==> src/rtl/fnd_pkg.sv <==
// Shared types and sizes for the FND digit scanner.
// Position is {page, idx}; digits are packed BCD nibbles.
package fnd_pkg;

  localparam int NUM_DIGITS      = 8;
  localparam int DIGITS_PER_PAGE = 4;
  localparam int POS_W           = 3;
  localparam int BCD_W           = 4;
  localparam int IDX_W           = 2;
  localparam int DIG_W           = NUM_DIGITS * BCD_W;

  typedef struct packed {
    logic             page;
    logic [IDX_W-1:0] idx;
  } pos_t;

  localparam logic [IDX_W-1:0] IDX_LAST =
    IDX_W'(DIGITS_PER_PAGE - 1);

  function automatic logic [BCD_W-1:0] nibble_at(
    input logic [DIG_W-1:0] digits,
    input logic [POS_W-1:0] pos
  );
    return digits[{pos, 2'b00} +: BCD_W];
  endfunction

endpackage

==> src/rtl/fnd_scan_prescaler.sv <==
// Digit-rate prescaler: counts 0..DIV-1 while enabled.
// Ports: i_clk, i_reset (sync, active-low), i_en, o_tick (wrap cycle).
module fnd_scan_prescaler #(
  parameter int DIV = 4
) (
  input  logic i_clk,
  input  logic i_reset,
  input  logic i_en,
  output logic o_tick
);

  localparam int CW = (DIV > 1) ? $clog2(DIV) : 1;

  logic [CW-1:0] cnt;
  logic          wrap;

  assign wrap   = (cnt == CW'(DIV - 1));
  assign o_tick = i_en & wrap;

  // Count is held (not cleared) while disabled so the
  // scan resumes where it stopped.
  always_ff @(posedge i_clk) begin
    if (!i_reset) begin
      cnt <= '0;
    end else if (i_en) begin
      cnt <= wrap ? '0 : cnt + CW'(1);
    end
  end

endmodule

==> src/rtl/fnd_digit_scanner.sv <==
// 8-digit FND scanner: 4 digits per page, frame-aligned paging,
// registered BCD/dot outputs and post-advance anti-ghost blanking.
// Ports: i_clk, i_reset (sync, active-low), i_en, i_page_sel,
//   i_digits[31:0], i_dots[7:0] -> o_digitPosition[2:0], o_bcd[3:0],
//   o_dot, o_blank, o_scan_tick.
module fnd_digit_scanner
  import fnd_pkg::*;
#(
  parameter int CLK_HZ       = 100_000_000,
  parameter int SCAN_HZ      = 1_000,
  parameter int BLANK_CYCLES = 2
) (
  input  logic             i_clk,
  input  logic             i_reset,
  input  logic             i_en,
  input  logic             i_page_sel,
  input  logic [DIG_W-1:0] i_digits,
  input  logic [NUM_DIGITS-1:0] i_dots,
  output logic [POS_W-1:0] o_digitPosition,
  output logic [BCD_W-1:0] o_bcd,
  output logic             o_dot,
  output logic             o_blank,
  output logic             o_scan_tick
);

  localparam int DIV = CLK_HZ / SCAN_HZ;
  localparam int BW  =
    (BLANK_CYCLES > 0) ? $clog2(BLANK_CYCLES + 1) : 1;
  localparam logic [BW-1:0] BLANK_LOAD =
    (BLANK_CYCLES > 0) ? BW'(BLANK_CYCLES - 1) : '0;

  if (DIV < BLANK_CYCLES + 2) begin : g_bad_div
    $error("fnd_digit_scanner: DIV must be >= BLANK_CYCLES+2");
  end

  logic             adv;
  pos_t             pos_q;
  pos_t             pos_nxt;
  logic [POS_W-1:0] pos_nxt_w;
  logic [BW-1:0]    blank_cnt;
  logic             started;

  fnd_scan_prescaler #(
    .DIV (DIV)
  ) u_presc (
    .i_clk   (i_clk),
    .i_reset (i_reset),
    .i_en    (i_en),
    .o_tick  (adv)
  );

  // Page only changes when leaving the last slot of a frame.
  always_comb begin
    pos_nxt      = pos_q;
    pos_nxt.idx  = pos_q.idx + IDX_W'(1);
    if (pos_q.idx == IDX_LAST) begin
      pos_nxt.page = i_page_sel;
    end
    pos_nxt_w = pos_nxt;
  end

  assign o_digitPosition = pos_q;

  // started keeps the display blank from reset until the
  // first advance's blank window has run out.
  always_ff @(posedge i_clk) begin
    if (!i_reset) begin
      pos_q       <= '0;
      o_bcd       <= '0;
      o_dot       <= 1'b0;
      o_blank     <= 1'b1;
      o_scan_tick <= 1'b0;
      blank_cnt   <= '0;
      started     <= 1'b0;
    end else if (!i_en) begin
      o_blank     <= 1'b1;
      o_scan_tick <= 1'b0;
    end else if (adv) begin
      pos_q       <= pos_nxt;
      o_bcd       <= nibble_at(i_digits, pos_nxt_w);
      o_dot       <= i_dots[pos_nxt_w];
      o_scan_tick <= 1'b1;
      started     <= 1'b1;
      o_blank     <= (BLANK_CYCLES > 0);
      blank_cnt   <= BLANK_LOAD;
    end else begin
      o_scan_tick <= 1'b0;
      if (blank_cnt != '0) begin
        blank_cnt <= blank_cnt - BW'(1);
        o_blank   <= 1'b1;
      end else begin
        o_blank   <= !started;
      end
    end
  end

endmodule
==> config.mk <==
export PLATFORM = sky130hd
export DESIGN_NAME = fnd_digit_scanner
export DESIGN_NICKNAME = d
export VERILOG_FILES = /design/src/rtl/fnd_pkg.sv /design/src/rtl/fnd_scan_prescaler.sv /design/src/rtl/fnd_digit_scanner.sv
export SDC_FILE = /design/constraint.sdc
export NUM_CORES = 1
export LEC_CHECK = 0
export ABC_AREA = 1
export CAP_MARGIN = 20
export CORE_MARGIN = 10
export CORE_UTILIZATION = 50
export DETAILED_ROUTE_END_ITERATION = 8
export HOLD_SLACK_MARGIN = 0.08
export PLACE_DENSITY_LB_ADDON = 0.2
export SETUP_SLACK_MARGIN = 0.02
export SLEW_MARGIN = 5
export SYNTH_ARGS = -nofsm -noshare
export SYNTH_HDL_FRONTEND = slang
export SYNTH_SLANG_ARGS = --single-unit
==> constraint.sdc <==
create_clock -name i_clk -period 4.35 [get_ports i_clk]
set_input_delay 0.87 -clock i_clk [delete_from_list [all_inputs] [get_ports i_clk]]
set_output_delay 0.87 -clock i_clk [all_outputs]
set_load 0.1 [all_outputs]
== Yosys cells after proc, flatten, opt, wreduce, memory -nomap -nowiden ==
Cells that the tools add are included.
Cells by class
  shift operators: 1
  mux-type cells: 7
  reductions and logical operators: 7
  add/subtract/negate cells: 3
  bitwise gates (word level): 3
  $lt $le $gt $ge: 1
  equality and inequality tests: 2
Operators by type and width (count)
  $shiftx 32x6->4: 1
  $add 17x1->17 const B: 1
  $eq 17x17->1 const B: 1
  $mux 17: 1
  $reduce_and 2->1: 3
  $lt 3x4->1 const B: 1
  $mux 2: 2
  $reduce_bool 2->1: 2
  $reduce_or 4->1: 1
  $bmux 1 s3: 1
  $mux 1: 3
  $add 2x1->2 const B: 1
  $eq 2x2->1 const B: 1
  $not 1->1: 2
  $sub 2x1->2 const B: 1
  $and 1x1->1: 1
  $logic_not 1->1: 1
Storage, ports and cells
  output and inout bits: 10
  logic and storage cells: 33
  input bits: 44
  register bits: 30

== Depth between registers and ports, before layout ==
  word-level depth: 4
  depth in mapped cells: 10
  depth with buffers taken out: 10

== Modules after synthesis ==
Synthesis repeated with hierarchy kept, for this count alone.
Second synthesis, totals
  cell total of the unflattened synthesis: 314
  area total of the unflattened synthesis: 1928.1 um^2
By module, submodules not included
  fnd_digit_scanner: area an instance 987.2 um^2, cells each 173, sequential area each 260.2 um^2, instances 1
  fnd_scan_prescaler: area an instance 940.9 um^2, cells each 141, sequential area each 340.3 um^2, instances 1

== Worst setup path after synthesis ==
OpenSTA, ideal clock, no wires.
  path type: register to register
  start point: reg pos_q, in the netlist o_digitPosition[0]
  end point: reg o_bcd[0]
  arrival time: 2.078 ns
  stages on the path, launching flop included: 10
  library setup time: 0.062 ns
  slack: 2.210 ns
  path through: dfxtp_1 -> ha_1 -> inv_1 -> clkbuf_1 -> o21ai_0 -> o22ai_1 -> nand2_1 -> nand2_1 -> nand2_1 -> nand2_1
RTL lines
  start: declaration: line fnd_digit_scanner.sv:37  | pos_t pos_q;
  start signal: assignment: line fnd_digit_scanner.sv:79  | pos_q <= pos_nxt;
  end signal: assignment: line fnd_digit_scanner.sv:80  | o_bcd <= nibble_at(i_digits, pos_nxt_w);
  end: declaration: line fnd_digit_scanner.sv:20  | output logic [BCD_W-1:0] o_bcd,

== Final worst setup path ==
  start point: reg pos_q, in the netlist o_digitPosition[0]
  end point: out o_digitPosition[0]
RTL lines
  end: declaration: line fnd_digit_scanner.sv:19  | output logic [POS_W-1:0] o_digitPosition,
No word-level cell between the ends.

==> flow_metrics.py <==
metrics = {
    "setup_path": {
        "cp-start-kind": "register",
        "worst_setup_path_end_kind": "output pin",
        "path_cells": "buf_4, clkdlybuf4s50_1",
        "critPathArrivalTime_ns": 2.04,
        "r2r-start": "u_presc.cnt[0]",
        "worstSetupPathDepth": 2,
        "crit_type": "reg -> out",
        "slowest_delay_ns": 1.17,
        "rr_worst_depth": 8,
        "worstPathMaxFanout": 23,
        "required_ns": 3.48,
        "r2r_slack_ns": 2.50,
        "crit_family": "buffers and inverters",
        "r2r_end": "blank_cnt[1]",
        "slowest_stage": "clkdlybuf4s50_1",
        "path_buf_inv": 2,
    },
    "clocking": {
        "ctsResizeCount": 0,
        "root_buffer": "clkbuf_4",
        "h-tree-depth": 2,
        "ctsHoldBuffers": 0,
        "insertion_delay_ns": 0.34,
        "cts_tree": "yes",
        "cts-buffers-inserted": 5,
        "post_cts_buffers": 0,
        "clk_pin_slew_ns": 0.09,
        "clock_path_buffers": 2,
        "cts_sinks": 30,
    },
    "sta": {
        "max_freq_mhz": 343.1,
        "finalCritPeriodShare_pct": 67.00,
        "tightest_slew_ns": 0.9995,
        "finClkSkew_ns": 0.009493,
        "setup_tns_ns": 0,
        "hold_violations": 0,
        "finalWorstSetupSlack_ns": 1.436,
        "slew-limit-headroom_pct": 33.16,
        "timing.final.crit_period_ns": 2.914,
        "rsz0062_at_grt": "no",
        "finalMaxSlewViolations": 0,
        "setup_viol": 0,
    },
    "floorplanning": {
        "io_pins": 54,
        "rows": 21,
        "start_util_pct": 51.75,
        "die_area_um2": 6241,
        "die_w_um": 79,
        "dieHeight_um": 79,
        "core_area_um2": 3363,
    },
    "route": {
        "final_antenna_net_count": 0,
        "wire_per_inst_um": 12.39,
        "drt-vias-per-instance": 5.011,
        "wl_um": 4460,
        "dr.pass1.iters": 5,
        "drc": 0,
        "drt_iter0_markers": 95,
        "vias": 1804,
    },
    "finish": {
        "fin_area_um2": 2369,
        "syn2layout_area_growth_pct": 36.09,
        "diodes": 0,
        "drive_gt1_share_pct": 8.280,
        "num-fill-cells": 293,
        "final_net_count": 360,
    },
    "hold_path": {
        "hold_depth": 1,
        "holdCritPathClass": "reg -> reg",
        "min_from": "started",
        "holdPathEnd": "o_blank",
    },
    "global_routing": {
        "grt_max_degree": 24,
        "grt-ovfl-total": 0,
        "first_global_vias": 1751,
        "antenna_found_initial": 0,
        "track_usage_pct": 14.59,
        "grt_pass1_wl_um": 7659,
    },
    "logic_synthesis": {
        "synth.mux.area_fraction_pct": 0,
        "syn_area_um2": 1740,
        "ys_seq_elements": 30,
        "postSynthCellCount": 262,
        "synth-xor-area-share_pct": 4.529,
        "synth_top_family_by_area": "simple AND/OR/NAND/NOR gates",
        "synthAdderAreaFrac_pct": 2.157,
        "ys_warn_count": 0,
        "synth_nets": 309,
        "yosysSeqAreaShare_pct": 34.51,
        "ys_types": 30,
        "syn_avg_cell_area_um2": 6.643,
        "yosys.area_share.simple_pct": 37.17,
        "synth-compound-area-share_pct": 14.02,
    },
    "pwr": {
        "p_leak_nw": 0.9177,
        "cellPowerDensity_nw_per_um2": 234.1,
        "ir_drop_v": 0.00009680,
    },
    "place": {
        "dp_hpwl_um": 3478,
        "dpl_cell_area_um2": 2290,
        "io_buffers": 53,
        "place.gp.congestion": 0.8112,
        "place_ws_ns": 1.447,
    },
    "flow_run": {
        "maxCapViolations": 0,
    },
    "outcome": {
        "status": "completed",
    },
}
[layout make-up]
| type | instances | area, um^2 | area share [%] |
|---|---|---|---|
| clock buffers | 8 | 78.83 | 3.328 |
| inverters | 23 | 86.33 | 3.645 |
| multi-input cells | 199 | 1007 | 42.53 |
| flip-flops and latches | 30 | 600.6 | 25.36 |
| well taps | 46 | 57.56 | 2.430 |
| repair buffers | 54 | 538.0 | 22.72 |
[cells by family after synthesis]
group	count (synthesis)
flip-flops	30
adder cells (fa/ha/maj)	3
XOR/XNOR	9
AO/OA/AOI/OAI	44
AND/OR/NAND/NOR	143
buffers and inverters	33
[power breakdown]
group | internal, mW | leakage [nW] | switching [mW]
combinational | 0.0439 | 0.631 | 0.0234
sequential | 0.278 | 0.242 | 0.00278
clock | 0.110 | 0.0446 | 0.0963
[registers in the layout, indices dropped and copies added, names as in the netlist]
| name | cells |
|---|---|
| u_presc.cnt | 17 |
| o_bcd | 4 |
| o_digitPosition | 3 |
| blank_cnt | 2 |
| o_blank | 1 |
| o_dot | 1 |
| o_scan_tick | 1 |
| started | 1 |
[worst max path at each step]
stage / from / to / slack, ns
after global placement: i_en / blank_cnt[1] / 1.56
final: o_digitPosition[0] / o_digitPosition[0] / 1.44
after detailed placement: i_en / blank_cnt[1] / 1.45
after floorplan: o_digitPosition[0] / o_bcd[0] / 2.21
after CTS: o_digitPosition[0] / o_digitPosition[0] / 1.41
after global routing: o_digitPosition[0] / o_digitPosition[0] / 1.35
[per-stage QoR]
stage	power [mW]	hold slack (ns)	util (%)	instances
floorplan	0.3119	0.3650	-	262
global placement	0.3535	0.3714	68.08	352
detailed placement	0.3540	0.3732	68.08	352
CTS	0.5562	0.3954	70.42	360
global route	0.5748	0.4045	70.42	360
finish	0.5546	0.3975	70.42	360
[worst reg2reg max path: cells and delay by family (launching register included)]
kind	cells	cell delay (ns)
compound gates	1	0.05
fa+ha+maj	1	0.21
flops	1	0.40
simple gates	6	1.06
[cells in the final DEF, fill, tap and decap left out, drive strengths merged, types with 6 or more instances in the layout]
| master | n |
|---|---|
| dfxtp | 30 |
| clkbuf | 8 |
| o21ai | 26 |
| inv | 23 |
| clkdlybuf4s50 | 53 |
| nand3 | 18 |
| nand2 | 59 |
| nor2 | 54 |
| nor3 | 6 |
| a21oi | 6 |
| o22ai | 10 |
[synth_stat cells]
| master | instances | area, um^2 |
|---|---|---|
| a21oi_1 | 6 | 30.03 |
| nor3_2 | 1 | 10.01 |
| nand4_1 | 3 | 18.77 |
| nor2_4 | 3 | 33.78 |
| nand3_2 | 2 | 20.02 |
| clkbuf_1 | 7 | 26.28 |
| ha_1 | 3 | 37.54 |
| o21ai_2 | 2 | 17.52 |
| buf_2 | 1 | 5.000 |
| xnor2_1 | 4 | 35.03 |
| o21ai_0 | 22 | 110.1 |
| buf_4 | 2 | 15.01 |
| inv_1 | 21 | 78.83 |
| inv_2 | 2 | 7.510 |
| o21bai_1 | 1 | 7.510 |
| nand3_1 | 16 | 80.08 |
| nor2_1 | 48 | 180.2 |
| or2_1 | 1 | 6.260 |
| nor3b_1 | 1 | 7.510 |
| nand2_4 | 1 | 11.26 |
| xor2_1 | 5 | 43.79 |
| nand2_2 | 2 | 12.51 |
| o21ai_1 | 2 | 10.01 |
| nor3b_2 | 1 | 12.51 |
| nor2_2 | 3 | 18.77 |
| nand2_1 | 56 | 210.2 |
| dfxtp_1 | 30 | 600.6 |
| nor3_1 | 5 | 25.02 |
| a31oi_1 | 1 | 6.260 |
| o22ai_1 | 10 | 62.56 |
[routing by layer]
layer  part of all wire [%]  GRT usage [%]
met5                      0              0
met4                    1.3          4.301
met3                     11          7.883
met2                     43          24.14
met1                     44          15.71
(Power assumes the default switching activity.)
